--- config.mk ---
export PLATFORM = sky130hd
export DESIGN_NAME = lb_reg_slave
export DESIGN_NICKNAME = d
export VERILOG_FILES = /design/src/rtl/lb_reg_slave.sv
export SDC_FILE = /design/constraint.sdc
export NUM_CORES = 1
export LEC_CHECK = 0
export CORE_UTILIZATION = 46
export CTS_CLUSTER_SIZE = 30
export DETAILED_ROUTE_END_ITERATION = 7
export GPL_TIMING_DRIVEN = 0
export PLACE_DENSITY = 0.76
export SYNTH_ARGS = -nofsm -noshare
export SYNTH_HDL_FRONTEND = slang
export SYNTH_SLANG_ARGS = --single-unit
--- constraint.sdc ---
create_clock -name clk -period 2.2 [get_ports clk]
set_input_delay 0.22 -clock clk [delete_from_list [all_inputs] [get_ports clk]]
set_output_delay 0.22 -clock clk [all_outputs]
set_load 0.01 [all_outputs]
--- src/rtl/lb_reg_slave.sv ---
// Localbus register-bank slave: RW registers, RO status words, sticky
// event flags, free-running cycle counter, stop_sim control and ID word.
// Reads return through a fixed-latency pipeline with a valid strobe.
module lb_reg_slave #(
  parameter int          aw      = 24,
  parameter int          page    = 0,
  parameter int          n_rw    = 8,
  parameter int          n_ro    = 4,
  parameter int          n_ev    = 8,
  parameter int          n_lat   = 8,
  parameter logic [31:0] id_word = 32'h6c627231
) (
  input  logic                 clk,
  input  logic                 rst,
  input  logic [aw-1:0]        addr,
  input  logic                 control_strobe,
  input  logic                 control_rd,
  input  logic [31:0]          data_out,
  output logic [31:0]          data_in,
  output logic                 rd_valid,
  input  logic [32*n_ro-1:0]   ro_in,
  input  logic [n_ev-1:0]      ev_in,
  output logic [32*n_rw-1:0]   rw_out,
  output logic [n_rw-1:0]      wr_stb,
  output logic                 stop_sim
);

  localparam logic [aw-9:0] PAGE_V = (aw-8)'(page);

  logic                 hit, wr, rd;
  logic [7:0]           off;
  logic [n_rw-1:0][31:0] rw_q;
  logic [n_ev-1:0]      sticky, clr;
  logic [31:0]          cnt;
  logic [31:0]          rd_mux;
  logic [n_lat:1]       vld_pipe;
  logic [31:0]          dat_pipe [1:n_lat];

  assign hit    = control_strobe && (addr[aw-1:8] == PAGE_V);
  assign wr     = hit && !control_rd;
  assign rd     = hit && control_rd;
  assign off    = addr[7:0];
  assign rw_out = rw_q;
  assign clr    = (wr && off == 8'h20) ? data_out[n_ev-1:0] : '0;

  // Read mux: selects current (pre-write, pre-event) state by offset
  always_comb begin
    rd_mux = '0;
    if (off[7:4] == 4'h0) begin
      for (int k = 0; k < n_rw; k++)
        if (off[3:0] == 4'(k)) rd_mux = rw_q[k];
    end else if (off[7:4] == 4'h1) begin
      for (int k = 0; k < n_ro; k++)
        if (off[3:0] == 4'(k)) rd_mux = ro_in[32*k +: 32];
    end else begin
      case (off)
        8'h20:   rd_mux = 32'(sticky);
        8'h21:   rd_mux = {31'b0, stop_sim};
        8'h22:   rd_mux = cnt;
        8'h23:   rd_mux = id_word;
        default: rd_mux = '0;
      endcase
    end
  end

  // RW registers, per-register write strobes and the stop_sim bit
  always_ff @(posedge clk) begin
    if (rst) begin
      rw_q     <= '0;
      wr_stb   <= '0;
      stop_sim <= 1'b0;
    end else begin
      wr_stb <= '0;
      for (int k = 0; k < n_rw; k++) begin
        if (wr && off == 8'(k)) begin
          rw_q[k]   <= data_out;
          wr_stb[k] <= 1'b1;
        end
      end
      if (wr && off == 8'h21) stop_sim <= data_out[0];
    end
  end

  // Sticky flags: W1C clear, a same-cycle event set overrides the clear
  always_ff @(posedge clk) begin
    if (rst) sticky <= '0;
    else     sticky <= (sticky & ~clr) | ev_in;
  end

  // Free-running cycle counter, wraps naturally at 32 bits
  always_ff @(posedge clk) begin
    if (rst) cnt <= '0;
    else     cnt <= cnt + 32'd1;
  end

  // Read pipeline: stage 1 registers the mux, later stages shift data+valid;
  // the last data stage only loads on valid so data_in holds between reads
  always_ff @(posedge clk) begin
    if (rst) begin
      vld_pipe <= '0;
      for (int k = 1; k <= n_lat; k++) dat_pipe[k] <= '0;
    end else begin
      vld_pipe    <= {vld_pipe[n_lat-1:1], rd};
      dat_pipe[1] <= rd_mux;
      for (int k = 2; k < n_lat; k++) dat_pipe[k] <= dat_pipe[k-1];
      if (vld_pipe[n_lat-1]) dat_pipe[n_lat] <= dat_pipe[n_lat-1];
    end
  end

  assign data_in  = dat_pipe[n_lat];
  assign rd_valid = vld_pipe[n_lat];

endmodule
==> summary.txt <==
Run status
  – Status: finished, violations left
  – Failing checks: design-rule violations, negative setup slack

Power
  – Maximum vdd ir drop: 0.6711 mV
  – Internal: 16.61 mW
  – Combinational power share: 8.4%
  – Register share of total power: 47.1%
  – Switching share of power: 25.28%
  – Clock power share: 44.5%
  – Pwr per Cell Area: 694.9 mW/mm²
  – Switching pwr: 5.623 mW
  – Static leakage: 11.00 nW

Worst setup path
  – FF-to-FF path depth: 6
  – Critical Path RT: 2.67 ns
  – Startpoint Class: primary input
  – CP endpoint kind: flop
  – Setup Crit Path Kind: primary input to flop
  – R2R Path End: cnt[28]
  – Reg2Reg Setup Slack: 0.13 ns
  – Critical Path AT: 2.87 ns
  – R2r startpoint: cnt[0]
  – Worst-path maximum fanout: 10

Hold path
  – HP Start: data_out[14]
  – WHS Endpoint: rw_out[46]
  – Min-delay worst type: primary input to flop
  – Hold Path Stages: 3

Synth
  – Synth Net Count: 2741
  – Async SR Flop Fraction: 0%
  – Yosys Warn Count: 0
  – Largest cells by area after synthesis: dfxtp_1 45%, a21oi_1 5.8%, nor2b_1 5.6%, nand3_1 4.9%, o21ai_0 4.1%
  – Top-area cell type share of the netlist area: 45.15%
  – Mapped Area: 0.02381 mm²
  – Register area share after synthesis: 49.19%
  – Main synth FF type: dfxtp_1
  – EDFF count, synth: 32
  – Post-Syn Instances: 2544
  – Mapped Avg Cell Area: 9.358 µm²
  – Distinct cells, synth: 75
  – #FFs+latches synth: 569
  – Area leader, netlist: dfxtp_1

Timing
  – Slew Limit Fails: 0
  – Worst-Margin Slew: 1.095 ns
  – Slack of the critical path: -0.1977 ns
  – Final setup fails: 84
  – Clock skew: 0.01665 ns
  – Hold WS: 0.06750 ns
  – Worst slew margin: 26.98%
  – Min Tclk post-route: 2.398 ns
  – FMAX: 417.1 MHz
  – RSZ-0062 raised after global routing: yes
  – Crit share post-route: 109.0%
  – Final hold viol count: 0

Floorplanning
  – Starting Density: 46.50%
  – FP Rows: 83
  – Die area: 0.05267 mm²
  – Core ar.: 0.05120 mm²
  – Chip Width: 229.5 µm
  – DIE HEIGHT: 229.5 µm
  – I/O pin count: 494

Clock tree
  – Clock buffer depth: 3
  – Clock Sinks: 569
  – Worst skew pair latency: 0.64 ns
  – Clock root cell: clkbuf_16
  – CTS buffer count: 57
  – Reg clk slew, reported paths: 0.07 ns
  – CTS H-tree depth: 2
  – CTS tree: yes

Route
  – Drc violations: 1
  – Average wire per standard cell: 31.18 µm
  – DR pass1 iterations: 8
  – Post-Route WL: 118900 µm
  – Antenna-violating nets left: 0
  – 1st-iter DRT viols: 2980
  – Vias per cell: 6.374
  – DR vias: 24310

Final layout
  – Commonest non-fill, non-tap cells in the layout: 537 x dfxtp_1, 455 x clkdlybuf4s50_1, 274 x a21oi_1
  – Fin nets: 3273
  – Layout cell share with drive strength beyond 1: 13.44%
  – Most common cell after layout, fill and taps aside: dfxtp_1
  – Layout overhead on the synthesized area: 34.41%
  – Fin cells: 3814

Placement
  – Port Buffers: 458
  – Post-detail-place hpwl: 90440 µm
  – Placed cell count: 3682
  – Dpl ws: -2.205 ns
  – GPL Wtd Cong: 1.033

Global routing
  – Antenna violations before repair: 16
  – Number of global-route vias before repair: 23400
  – First-pass GRT wire length: 165700 µm
  – Largest net degree at the start of global routing: 33
  – GRT Residual Overflow: 0
  – GR Util All Layers: 43.78%

Run
  – Max Cap Viol: 0
==> per-layer routing <==
metal | share of wire, % | up-vias | track usage (%)
met1 | 37 | 11710 | 51.59
met5 | 0.11 | - | 0
met2 | 45 | 1934 | 69.23
met4 | 6.6 | 18 | 25.85
li1 | - | 10150 | -
met3 | 12 | 493 | 14.57
==> cells in the mapped netlist, drive strengths merged (6+ instances only) <==
cell type  instances
a211oi            21
a21oi            274
a221o             15
a221oi            12
a222oi             8
a22oi             13
a311oi            12
and2              37
buf              113
clkbuf           198
dfxtp            537
edfxtp            32
inv               22
mux2              28
mux2i             71
mux4              32
nand2             29
nand2b            80
nand3            235
nand4             13
nor2              58
nor2b            212
nor3              15
nor4              22
nor4b             10
o211ai             9
o21ai            256
o221ai             8
o22ai             22
o2bb2ai            8
o31ai             11
or2                6
or3               21
or4               16
==> registers in the layout, summed over array words and instances (netlist names) <==
register  flops
stop_sim      1
vld_pipe      8
sticky        8
rw_out      256
dat_pipe    256
cnt          32
wr_stb        8
==> through the flow <==
step | total power [mW] | util [%] | cell area [µm²] | TNS [ns]
2_1_floorplan | 11.43 | - | 23810 | 0
3_3_place_gp | 12.36 | 57.12 | 29240 | -351.47
3_5_place_dp | 12.38 | 57.14 | 29250 | -355.73
4_1_cts | 22.09 | 62.01 | 31750 | -0.003206
5_1_grt | 22.64 | 62.46 | 31980 | -0.5056
6_report | 22.24 | 62.50 | 32000 | -3.098
==> cell families (layout without fill, tap and decap cells) <==
| logic type | Yosys count | in the layout | share of synthesized area [%] |
|---|---|---|---|
| AOI/OAI and AO/OA | 717 | 717 | 17.58 |
| xor gates and xnor gates | 8 | 8 | 0.2943 |
| adders and majority gates | 1 | 1 | 0.05255 |
| buffers and inverters | 333 | 913 | 6.222 |
| DFF | 569 | 569 | 49.19 |
| muxes | 131 | 131 | 7.337 |
| other | 0 | 10 | 0 |
| and+or+nand+nor | 785 | 785 | 19.32 |
==> power by group through the flow <==
stage,sequential [mW],clock [mW],combinational (mW)
after global routing,10.5,10.3,1.88
after CTS,10.5,9.87,1.76
after global placement,10.7,0,1.67
after floorplan,10.7,0,0.740
final,10.5,9.90,1.87
after detailed placement,10.7,0,1.68
==> worst max-delay path by stage <==
stage,startpoint,end,depth (start not counted)
after global routing,addr[1],dat_pipe[0][45],8
after global placement,addr[1],dat_pipe[0][45],8
after detailed placement,addr[1],dat_pipe[0][45],8
after CTS,addr[0],dat_pipe[0][55],9
final,addr[1],dat_pipe[0][45],8
after floorplan,addr[6],rw_out[225],7
==> cell type report <==
type,count,area [µm²]
fillers,4295,19200
flip-flops and latches,569,11710
multi-input cells,1642,11020
repair buffers,481,4788
plain buffers,303,1637
clock buffers,77,1592
well taps,680,850.8
clock inverters,30,295.3
inverters,22,82.58
diodes,10,25.02
==> worst max-delay path: stages <==
cell             delay (ns)
clkdlybuf4s15_1        0.41
clkbuf_4               0.30
buf_6                  0.29
buf_6                  0.28
clkbuf_8               0.30
o211ai_1               0.15
a222oi_1               0.70
o22ai_1                0.19
==> repair_timing <==
action,4_1_cts,5_1_grt
hold endpoints to repair,2,0
hold buffers,1,0
endpoints found under the setup margin,338,248
gates resized for setup,170,78
pin swaps,6,8
setup buffers,13,9
(Power assumes the default switching activity.)
